File: src/rtl/pwm_regbank.sv
// Register bank and two-channel PWM generator fed by the SPI sampled slave.
// Period/duty writes land in staging registers and move into the active set
// only at a period boundary (or continuously while idle), so a running
// output never changes shape mid-period.
module pwm_regbank #(
  parameter logic [7:0] ID_VALUE = 8'hA5
) (
  input  logic       clk,
  input  logic       rst_n,
  input  logic [7:0] addr_reg,
  input  logic [7:0] data_wr,
  input  logic       wr_en,
  output logic [7:0] data_rd_o,
  output logic [1:0] pwm_out
);

  localparam int DATA_W = 8;

  localparam logic [6:0] A_CTRL     = 7'h00;
  localparam logic [6:0] A_PRESCALE = 7'h01;
  localparam logic [6:0] A_PERIOD   = 7'h02;
  localparam logic [6:0] A_DUTY0    = 7'h03;
  localparam logic [6:0] A_DUTY1    = 7'h04;
  localparam logic [6:0] A_STATUS   = 7'h05;
  localparam logic [6:0] A_ID       = 7'h06;
  localparam logic [6:0] A_COUNT    = 7'h07;

  logic [6:0]        reg_addr;
  logic              unused_addr_msb;

  logic [3:0]        ctrl_q;
  logic [DATA_W-1:0] prescale_q;
  logic [DATA_W-1:0] period_s, duty0_s, duty1_s;
  logic [DATA_W-1:0] period_a, duty0_a, duty1_a;
  logic [DATA_W-1:0] psc_q, cnt_q;
  logic              pend_q;

  logic              running, tick, wrap, load, stage_wr;
  logic [1:0]        raw_p0;
  logic [1:0]        pwm_p1;

  // Bit 7 of the SPI address is a read/write flag upstream; it has no meaning here.
  assign reg_addr        = addr_reg[6:0];
  assign unused_addr_msb = addr_reg[7];

  assign running  = ctrl_q[0] | ctrl_q[1];
  assign tick     = running && (psc_q == prescale_q);
  assign wrap     = tick && (cnt_q == period_a);
  assign load     = !running || wrap;
  assign stage_wr = wr_en && ((reg_addr == A_PERIOD) ||
                              (reg_addr == A_DUTY0)  ||
                              (reg_addr == A_DUTY1));

  // Software-visible registers: a held strobe simply rewrites the same value.
  always_ff @(posedge clk or negedge rst_n) begin
    if (!rst_n) begin
      ctrl_q     <= 4'h0;
      prescale_q <= 8'h00;
      period_s   <= 8'hFF;
      duty0_s    <= 8'h00;
      duty1_s    <= 8'h00;
    end else if (wr_en) begin
      case (reg_addr)
        A_CTRL:     ctrl_q     <= data_wr[3:0];
        A_PRESCALE: prescale_q <= data_wr;
        A_PERIOD:   period_s   <= data_wr;
        A_DUTY0:    duty0_s    <= data_wr;
        A_DUTY1:    duty1_s    <= data_wr;
        default:    ;
      endcase
    end
  end

  // Active set samples the pre-write staging values, so a write colliding with a load stays pending.
  always_ff @(posedge clk or negedge rst_n) begin
    if (!rst_n) begin
      period_a <= 8'hFF;
      duty0_a  <= 8'h00;
      duty1_a  <= 8'h00;
    end else if (load) begin
      period_a <= period_s;
      duty0_a  <= duty0_s;
      duty1_a  <= duty1_s;
    end
  end

  // Prescaler and period counter; both parked at 0 while both channels are off.
  // A prescaler already above a newly lowered PRESCALE runs on through 255 to 0.
  always_ff @(posedge clk or negedge rst_n) begin
    if (!rst_n) begin
      psc_q <= 8'h00;
      cnt_q <= 8'h00;
    end else if (!running) begin
      psc_q <= 8'h00;
      cnt_q <= 8'h00;
    end else if (tick) begin
      psc_q <= 8'h00;
      cnt_q <= wrap ? 8'h00 : cnt_q + 8'd1;
    end else begin
      psc_q <= psc_q + 8'd1;
    end
  end

  // PENDING: set by a staging write while running, cleared by the boundary load; write wins a tie.
  always_ff @(posedge clk or negedge rst_n) begin
    if (!rst_n) begin
      pend_q <= 1'b0;
    end else if (!running) begin
      pend_q <= 1'b0;
    end else if (stage_wr) begin
      pend_q <= 1'b1;
    end else if (load) begin
      pend_q <= 1'b0;
    end
  end

  // Stage 0: raw compare against the active duty values
  assign raw_p0[0] = (cnt_q < duty0_a);
  assign raw_p0[1] = (cnt_q < duty1_a);

  // Stage 1: registered outputs; a disabled channel rests at its polarity level.
  always_ff @(posedge clk or negedge rst_n) begin
    if (!rst_n) begin
      pwm_p1 <= 2'b00;
    end else begin
      pwm_p1[0] <= ctrl_q[0] ? (raw_p0[0] ^ ctrl_q[2]) : ctrl_q[2];
      pwm_p1[1] <= ctrl_q[1] ? (raw_p0[1] ^ ctrl_q[3]) : ctrl_q[3];
    end
  end

  assign pwm_out = pwm_p1;

  // Combinational read path; staging values are returned for period/duty.
  always_comb begin
    data_rd_o = 8'h00;
    case (reg_addr)
      A_CTRL:     data_rd_o = {4'h0, ctrl_q};
      A_PRESCALE: data_rd_o = prescale_q;
      A_PERIOD:   data_rd_o = period_s;
      A_DUTY0:    data_rd_o = duty0_s;
      A_DUTY1:    data_rd_o = duty1_s;
      A_STATUS:   data_rd_o = {7'h00, pend_q};
      A_ID:       data_rd_o = ID_VALUE;
      A_COUNT:    data_rd_o = cnt_q;
      default:    data_rd_o = 8'h00;
    endcase
  end

endmodule

File: config.mk
export PLATFORM = sky130hd
export DESIGN_NAME = pwm_regbank
export DESIGN_NICKNAME = d
export VERILOG_FILES = /design/src/rtl/pwm_regbank.sv
export SDC_FILE = /design/constraint.sdc
export NUM_CORES = 1
export LEC_CHECK = 0
export CAP_MARGIN = 20
export CELL_PAD_IN_SITES_DETAIL_PLACEMENT = 1
export CELL_PAD_IN_SITES_GLOBAL_PLACEMENT = 2
export CORE_MARGIN = 1
export CORE_UTILIZATION = 40
export DETAILED_ROUTE_END_ITERATION = 10
export MAX_ROUTING_LAYER = met4
export PLACE_DENSITY = 0.84
export SYNTH_ARGS = -nofsm -noshare
export SYNTH_HDL_FRONTEND = slang
export SYNTH_SLANG_ARGS = --single-unit
export TNS_END_PERCENT = 50
File: constraint.sdc
create_clock -name clk -period 6.1 [get_ports clk]
set_clock_uncertainty 0.2 [all_clocks]
set_input_delay 0.61 -clock clk [delete_from_list [all_inputs] [get_ports clk]]
set_output_delay 0.61 -clock clk [all_outputs]
set_load 0.01 [all_outputs]
# After elaboration in Yosys (flattened, before gate mapping)
# Cells that the tools add are included.
# word_totals
ff_bits	79
input_bits	19
output_inout_bits	10
word_cells	54
# classes
n_addsub	2
n_lt_le_gt_ge	2
eq_ne	11
muxes	11
bitwise	3
reduce_logical	13
# ops
operator	count
8-bit one-hot mux with 8 select lines	1
8-bit 2-to-1 mux	5
7-bit by 3-bit equality test with 1-bit output (second input constant)	4
8-bit by 1-bit adder with 8-bit output (second input constant)	2
8-bit equality test	2
8-bit < comparator	2
7-bit by 2-bit equality test with 1-bit output (second input constant)	2
2-bit AND reduction	5
7-bit by 1-bit equality test with 1-bit output (second input constant)	1
7-bit zero test	1
1-bit 2-to-1 mux	5
1-bit logical AND	3
1-bit logical OR	3
3-bit by 1-bit != test with 1-bit output (second input constant)	1
2-bit by 1-bit != test with 1-bit output (second input constant)	1
1-bit XOR	2
1-bit zero test	1
1-bit bitwise OR	1

# Depth between registers and ports, before layout
# Gate-level depths: netlist of the first run.
# depth
ltp_word	7
depth_mapped	7
ltp_nobuf	7

# Least setup slack after synthesis of the first run
# No wires, ideal clock.
# synth_timing
path_type	input to output
startpoint	input addr_reg[5]
endpoint	output data_rd_o[1]
arrival_time_ns	1.929
t_required_ns	5.290
setup_slack_ns	3.361
path_stages	6
n_path_buf	1
cell_sequence	or3_1 -> buf_6 -> nor3_4 -> a22oi_1 -> o21a_1 -> o21ai_0
# synth_via
elab_chain_cells	2
elab_cells_between_ends	9
cone_classes	eq/ne: 7; mux: 1; reduce/logical: 1
# synth_lines
item	line	source
from (decl)	10	input logic [7:0] addr_reg,
7-bit by 3-bit equality test with 1-bit output (tied with other cells)	136	case (reg_addr)
8-bit one-hot mux with 8 select lines *	136	
to (decl)	13	output logic [7:0] data_rd_o,
# Every way passes the cells marked *; elsewhere a longest branch is shown, timed or not.

# Worst setup path after layout of the first run
# layout_timing
startpoint	input addr_reg[1]
endpoint	output data_rd_o[2]
# The elaborated chain is that of the path after synthesis.

==> flow_summary.yaml, run 1 <==
placed_design:
  dpl_worst_slack_ns: 2.10
  place_hpwl_mm: 8.03
  placement.io_buffers: 27
  dpl_cell_area_mm2: 0.00464
  gp_routability_congestion: 0.820
timing:
  timing.fmax_mhz: 250
  fin_crit_sh_pct: 65.7
  finalHoldViolations: 0
  relSlewSlack_pct: 43.1
  period_minus_slack_ns: 4.01
  rsz0062_at_grt: "no"
  tightestPinTransition_ns: 0.852
  maxSlewViolCount: 0
  finalSetupViolations: 0
  fin_tns_setup_ns: 0
  holdWs_ns: 0.00637
  setup_ws_ns: 2.09
logic_synthesis:
  ys_seq_area_share_pct: 46.5
  synth_seq_cells: 79
  synth-async-reset-ratio_pct: 100
  yosys_warnings: 0
  ys_types: 49
  syn_nets: 416
  synth_edf_count: 0
  synth_cells: 381
  synth-main-ff-cell: "dfrtp_1"
  syn_area_mm2: 0.00429
  synth_area_per_cell_um2: 11.3
die:
  die-area_mm2: 0.0111
  fp.dieH_um: 106
  start_util_pct: 41.4
  rows: 37
  die_w_um: 106
  ios: 29
  core_area_mm2: 0.0104
clock_network:
  clkSlewWorstSetupHoldPaths_ns: 0.08
  clk_path_buf_depth: 2
  cts_setup_buffers: 0
  clock_sinks: 79
  cts_hold_buffers: 0
  cts_buffers: 9
  htreeDepth: 3
  post_cts_resized: 0
  insertion_delay_ns: 0.36
  cts_tree: "done"
  root_buffer: "clkbuf_8"
route:
  drtIter0Drc: 115
  vias_per_cell: 5.50
  vias: 3011
  drt-wirelength-per-cell_um: 19.9
  routed_wl_mm: 10.9
  first_pass_iters: 4
  ant_nets: 0
  drc: 0
pwr:
  p_leak_nw: 2.15
  peakVddDrop_mv: 0.126
  p_per_area_mw_per_mm2: 245
  power.total_mw: 1.19
finish:
  antennaDiodeCount: 0
  multi_input_area_mm2: 0.00213
  fin_nets: 442
  nFillCells: 1156
  layout-drive-gt1-share_pct: 26.5
  fin_area_mm2: 0.00483
  seqCellArea_mm2: 0.00200
  syn_to_final_growth_pct: 12.6
worst_setup_path:
  cp_max_fo: 17
  worst_ep_required_time_ns: 5.29
  r2r-start: "ctrl_q[1]"
  end_kind: "output pin"
  cp_top_family: "buffers and inverters"
  cpMaxStageDelayCell: "clkdlybuf4s50_1"
  critPathMaxStageDelay_ns: 0.89
  start_kind: "primary input"
  crit_buf_inv: 2
  path_cells: "clkdlybuf4s50_1 -> and3_1 -> a221oi_1 -> a211o_1 -> o31ai_1 -> clkdlybuf4s50_1"
  worstSetupPathType: "in -> out"
  path_common_cell: "clkdlybuf4s50_1"
  crit_start: "addr_reg[1]"
  cp_data_arrival_time_ns: 3.20
job:
  cap_violations: 0
min_path:
  hold_path.class: "in -> async"
grt:
  antenna_found_initial: 0
  grt_pass1_vias: 3169
  grt_pass1_wl_mm: 17.6
  grt-ovfl-total: 0
  track_usage_pct: 22.0
  grt_max_degree: 80
run_status:
  status: "complete, no violations"
[flip-flops by register name, summed over array words and instances (netlist names)]
register	cells
cnt_q	8
duty0_a	8
duty0_s	8
duty1_a	8
duty1_s	8
period_a	8
period_s	8
prescale_q	8
psc_q	8
ctrl_q	4
pwm_out	2
pend_q	1
[cell usage after synthesis, drive strengths merged (2+ instances only)]
cell | number | area [um2]
a22oi | 3 | 22.5
or2 | 4 | 25.0
nand4 | 5 | 31.3
ha | 16 | 200
xnor2 | 11 | 96.3
mux2 | 66 | 743
a2111oi | 2 | 17.5
nor3 | 9 | 56.3
o211a | 2 | 20.0
nand2 | 16 | 60.1
nor3b | 3 | 38.8
a221o | 3 | 30.0
a221oi | 3 | 26.3
nor4 | 8 | 50.1
o21ai | 8 | 40.0
nand3 | 15 | 80.1
dfrtp | 63 | 1580
a31oi | 2 | 12.5
inv | 18 | 67.6
and3 | 13 | 81.3
or3 | 4 | 25.0
clkbuf | 7 | 28.8
nor2 | 25 | 104
mux2i | 5 | 50.1
xor2 | 11 | 96.3
buf | 7 | 62.6
nand2b | 3 | 18.8
a21oi | 20 | 111
nor2b | 2 | 12.5
o22ai | 2 | 12.5
nand3b | 2 | 15.0
dfstp | 16 | 420
[worst register-to-register path: cells and delay by family, from the launching register on]
family	cells	cell delay (ns)
AOI/OAI and AO/OA	1	0.69
DFF	1	0.48
and+or+nand+nor	3	0.74
muxes	1	0.43
[stage by stage]
step / std cells / util (%)
floorplan: 381 / -
global placement: 531 / 44.8
finish: 547 / 46.6
detailed placement: 531 / 44.8
CTS: 546 / 46.3
global route: 547 / 46.6
[path summary, 6_finish.rpt]
kind / endpoint / slack, ns / depth (start not counted)
max in group asynchronous: period_s[6] / 5.04 / 2
hold / removal: cnt_q[7] / 0.006 / 1
setup reg to reg: duty1_a[5] / 3.44 / 5
hold reg to reg: duty0_a[4] / 0.31 / 1
setup / recovery: data_rd_o[2] / 2.09 / 6
min in group clk: duty0_a[4] / 0.31 / 1
[where the power goes]
part	internal [mW]	switching (mW)	leakage, nW
Combinational	0.108	0.129	1.04
Sequential	0.574	0.0379	1.03
Clock	0.156	0.181	0.0833
[cells in the final DEF (no fill, tap or decap), types with 2 or more instances in the layout]
cell type	instances
xor2_1	11
buf_4	2
clkinv_2	2
a31oi_1	2
a22oi_1	3
o211a_1	2
o21ai_0	8
ha_1	16
clkbuf_1	3
nand4_1	5
dfstp_2	16
or3_1	4
dfrtp_1	63
clkbuf_8	10
or2_2	4
nand2_1	16
nor4_1	8
xnor2_1	11
nor2_1	23
mux2i_1	5
and3_1	13
nand2b_1	3
nor2b_1	2
inv_1	18
nand3b_1	2
clkdlybuf4s50_1	26
o22ai_1	2
a221oi_1	3
nand3_1	14
a2111oi_0	2
mux2_2	66
a21oi_1	19
nor3_1	8
a221o_1	3
[area by class of cell]
| cell class | instances | share of cell area [%] |
|---|---|---|
| clock inverter | 2 | 0.207 |
| sequential | 79 | 41.3 |
| inverter | 18 | 1.40 |
| timing repair buffer | 29 | 6.27 |
| tap | 136 | 3.52 |
| multi-input combinational | 270 | 44.2 |
| clock buffer | 13 | 3.08 |
[metal layers]
metal  up-vias  share of wire (%)  GRT usage, %
li1       1424                  -             -
met1      1531                 48          29.1
met2        43                 48          35.2
met3        13                1.8          2.47
met4         0                1.9          8.04
met5         -                  0             -
[cell families after synthesis]
kind of cell    Yosys count  synth area share [%]
fa+ha+maj                16                  4.67
buf+inv                  32                  3.70
flops                    79                  46.5
compound gates           50                  7.79
simple gates            111                  14.3
mux                      71                  18.5
xor+xnor                 22                  4.49
Power figures use the tool's default switching activity.
==> run 2: changes to the inputs <==
Clock period 6.1 ns to 4.15 ns, I/O delays scaled along.
==> flow_summary.yaml, run 2 (synthesized netlist as in run 1, its figures left out) <==
worst_setup_path:
  worst_ep_required_time_ns: 3.53
  worstSetupPathType: "in -> out"
  r2r-start: "cnt_q[6]"
  crit_start: "addr_reg[5]"
  end_kind: "output pin"
  start_kind: "primary input"
  cp_data_arrival_time_ns: 2.98
  cp_max_fo: 10
  rrSetupSlack_ns: 1.47
clock_network:
  post_cts_resized: 0
  clock_sinks: 79
  htreeDepth: 3
  cts_buffers: 9
  clk_path_buf_depth: 2
  cts_tree: "done"
  clkSlewWorstSetupHoldPaths_ns: 0.09
  root_buffer: "clkbuf_8"
  cts_setup_buffers: 0
  insertion_delay_ns: 0.36
  cts_hold_buffers: 0
finish:
  final_cell_mix: "66 x mux2_2, 63 x dfrtp_1, 26 x clkdlybuf4s50_1"
  layout_commonest_cell: "mux2_2"
  fin_nets: 444
  syn_to_final_growth_pct: 13.6
  layout-drive-gt1-share_pct: 27.5
  final_util_pct: 47.0
  antennaDiodeCount: 0
run_status:
  status: "complete, no violations"
placed_design:
  gp_routability_congestion: 0.874
  placement.io_buffers: 27
  dpl_worst_slack_ns: 0.574
  place_hpwl_mm: 8.12
route:
  vias: 3059
  dr_wl_met2_mm: 5.35
  drtIter0Drc: 152
  drt-wirelength-per-cell_um: 20.1
  wl_met3_um: 327
  met1Wirelength_mm: 5.24
  drc: 0
  routed_wl_mm: 11.1
  ant_nets: 0
  vias_per_cell: 5.56
  top_layer_used: "met4"
  first_pass_iters: 4
timing:
  fin_crit_sh_pct: 86.7
  tightestPinTransition_ns: 0.866
  relSlewSlack_pct: 42.1
  setup_ws_ns: 0.552
  maxSlewViolCount: 0
  rsz0062_at_grt: "no"
  finalHoldViolations: 0
  holdWs_ns: 0.207
  period_minus_slack_ns: 3.60
  finalSetupViolations: 0
  fin_tns_setup_ns: 0
  timing.fmax_mhz: 278
pwr:
  p_per_area_mw_per_mm2: 369
  power_frac_seq_pct: 50.0
  p_leak_nw: 2.17
  power.total_mw: 1.80
  p_switching_uw: 545
  peakVddDrop_mv: 0.201
  pwr-share-clk_pct: 30.4
  p_comb_share_pct: 19.6
  swShare_pct: 30.4
  internal_power_mw: 1.25
job:
  cap_violations: 0
die:
  die_w_um: 106
  die-area_mm2: 0.0111
  rows: 37
  ios: 29
  start_util_pct: 41.4
  core_area_mm2: 0.0104
  fp.dieH_um: 106
grt:
  track_usage_pct: 22.2
  antenna_found_initial: 0
  grt_pass1_wl_mm: 18.0
  grt_max_degree: 80
  grt-ovfl-total: 0
  grt_pass1_vias: 3263
min_path:
  hold_path.class: "in -> async"
## run 2: final cells by class
type | count | area, um2
fill | 1139 | 5500
multi-input combinational | 270 | 2130
sequential | 79 | 2000
timing repair buffer | 31 | 320
tap | 136 | 170
clock buffer | 11 | 151
inverter | 18 | 67.6
clock inverter | 5 | 32.5
## run 2: stage by stage
stage	cells	instance area, um2
global route	550	4870
global placement	532	4650
CTS	548	4840
finish	550	4870
floorplan	381	4290
detailed placement	532	4650
## run 2: critical path, stage by stage
cell and delay, ns:
clkdlybuf4s50_1 0.43, or3_1 0.52, nor3_4 0.42, a22oi_1 0.15
a211o_1 0.32, o31ai_1 0.11, clkdlybuf4s50_1 0.61
## run 2: power by group through the flow
stage | sequential (mW) | clock [mW] | combinational (mW)
floorplan | 0.891 | 0 | 0.244
global placement | 0.909 | 0 | 0.337
detailed placement | 0.913 | 0 | 0.352
CTS | 0.898 | 0.553 | 0.354
global route | 0.907 | 0.588 | 0.392
finish | 0.897 | 0.546 | 0.353
## run 2: path summary, 6_finish.rpt
kind                            cells past startpoint           end
max in group asynchronous                           3   period_s[3]
min in group clk                                    1    duty1_a[2]
worst max-delay path                                7  data_rd_o[2]
worst max register to register                      5    duty0_a[3]
worst min-delay path                                2      cnt_q[7]
worst min register to register                      1    duty1_a[2]
## run 2: per-layer routing
| metal | track usage, % | vias to the layer above |
|---|---|---|
| met5 | - | - |
| met3 | 2.47 | 13 |
| met1 | 29.9 | 1557 |
| met2 | 35.4 | 55 |
| li1 | - | 1434 |
| met4 | 6.94 | 0 |
==> run 3: changes to the inputs <==
Settings changed: DONT_BUFFER_PORTS from default to 1, PLACE_DENSITY 0.84 to 0.79.
==> flow_summary.yaml, run 3 (synthesized netlist as in run 1, its figures left out) <==
pwr:
  power_frac_seq_pct: 50.3
  pwr-share-clk_pct: 31.9
  p_per_area_mw_per_mm2: 381
  internal_power_mw: 1.28
  p_leak_nw: 2.11
  p_comb_share_pct: 17.8
  peakVddDrop_mv: 0.220
  p_switching_uw: 512
  swShare_pct: 28.6
timing:
  setup_ws_ns: 1.34
  fin_crit_sh_pct: 67.8
  finalSetupViolations: 0
  relSlewSlack_pct: 41.8
  rsz0062_at_grt: "no"
  fin_tns_setup_ns: 0
  period_minus_slack_ns: 2.81
  tightestPinTransition_ns: 0.871
  finalHoldViolations: 0
  timing.fmax_mhz: 356
  maxSlewViolCount: 0
min_path:
  hp-start: "data_wr[5]"
  hold_path.class: "in -> reg"
  min_to: "duty0_s[5]"
  worstHoldPathCells: 1
placed_design:
  placement.io_buffers: 0
  dpl_worst_slack_ns: 1.40
  gp_routability_congestion: 0.796
  place_hpwl_mm: 8.02
worst_setup_path:
  r2r_end: "duty0_a[6]"
  cp_data_arrival_time_ns: 2.20
  r2r-start: "cnt_q[5]"
  worst_ep_required_time_ns: 3.53
  end_kind: "output pin"
  cp_max_fo: 10
  rrSetupSlack_ns: 1.49
  worstSetupPathType: "in -> out"
  start_kind: "primary input"
  rr_worst_depth: 5
grt:
  track_usage_pct: 22.6
  grt_max_degree: 80
  grt-ovfl-total: 0
  antenna_found_initial: 0
  grt_pass1_vias: 3168
  grt_pass1_wl_mm: 18.1
run_status:
  status: "complete, no violations"
clock_network:
  htreeDepth: 3
  clkSlewWorstSetupHoldPaths_ns: 0.08
  post_cts_resized: 0
  insertion_delay_ns: 0.36
  root_buffer: "clkbuf_8"
  cts_setup_buffers: 0
  cts_hold_buffers: 10
  cts_buffers: 9
  clock_sinks: 79
  cts_tree: "done"
  clk_path_buf_depth: 2
finish:
  layout_commonest_cell: "mux2_2"
  layout-drive-gt1-share_pct: 27.6
  seqCellArea_mm2: 0.00200
  final_cell_mix: "66 x mux2_2, 63 x dfrtp_1, 23 x nor2_1"
  antennaDiodeCount: 0
  syn_to_final_growth_pct: 9.48
  nFillCells: 1125
  fin_nets: 425
  multi_input_area_mm2: 0.00213
route:
  drtIter0Drc: 152
  drc: 0
  vias_per_cell: 5.67
  vias: 3010
  first_pass_iters: 4
  routed_wl_mm: 11.3
  ant_nets: 0
  drt-wirelength-per-cell_um: 21.3
die:
  rows: 37
  die-area_mm2: 0.0111
  die_w_um: 106
  core_area_mm2: 0.0104
  ios: 29
  start_util_pct: 41.4
  fp.dieH_um: 106
job:
  cap_violations: 0
[run 3: layout make-up]
| cell class | instances | area share, % |
|---|---|---|
| multi-input combinational | 270 | 45.4 |
| clock buffer | 12 | 3.09 |
| timing repair buffer | 12 | 2.93 |
| sequential | 79 | 42.5 |
| inverter | 18 | 1.44 |
| tap | 136 | 3.62 |
| clock inverter | 4 | 0.959 |
[run 3: critical path, cell delays in order]
cell,delay (ns)
or3_1,0.53
nor3_4,0.42
a22oi_1,0.12
o21a_1,0.19
o21ai_0,0.50
[run 3: through the flow]
| step | area [um2] | std cells | utilization, % | power, mW | hold WS (ns) |
|---|---|---|---|---|---|
| floorplan | 4290 | 381 | - | 1.13 | -0.0806 |
| global placement | 4370 | 503 | 42.1 | 1.19 | -0.0778 |
| detailed placement | 4370 | 503 | 42.1 | 1.21 | -0.0778 |
| CTS | 4680 | 529 | 45.1 | 1.81 | 0.000215 |
| global route | 4700 | 531 | 45.3 | 1.88 | 0.00202 |
| finish | 4700 | 531 | 45.3 | 1.79 | 0.0149 |
[run 3: routing by layer]
metal	share of wire, %	GRT usage [%]
met5	0	-
met4	1.6	7.34
met3	3.7	4.21
met2	48	35.3
met1	46	29.6
[run 3: worst max path at each step]
stage                     start            to  slack (ns)
floorplan           addr_reg[5]  data_rd_o[1]        1.80
global placement    addr_reg[5]  data_rd_o[1]        1.43
detailed placement  addr_reg[5]  data_rd_o[1]        1.40
CTS                 addr_reg[5]  data_rd_o[1]        1.39
global route        addr_reg[5]  data_rd_o[1]        1.30
finish              addr_reg[5]  data_rd_o[1]        1.34
[run 3: power groups by stage]
stage | Clock (mW) | Combinational [mW] | Sequential, mW
6_report | 0.570 | 0.319 | 0.901
3_3_place_gp | 0 | 0.278 | 0.913
5_1_grt | 0.624 | 0.351 | 0.909
3_5_place_dp | 0 | 0.290 | 0.916
2_1_floorplan | 0 | 0.244 | 0.891
4_1_cts | 0.591 | 0.321 | 0.901
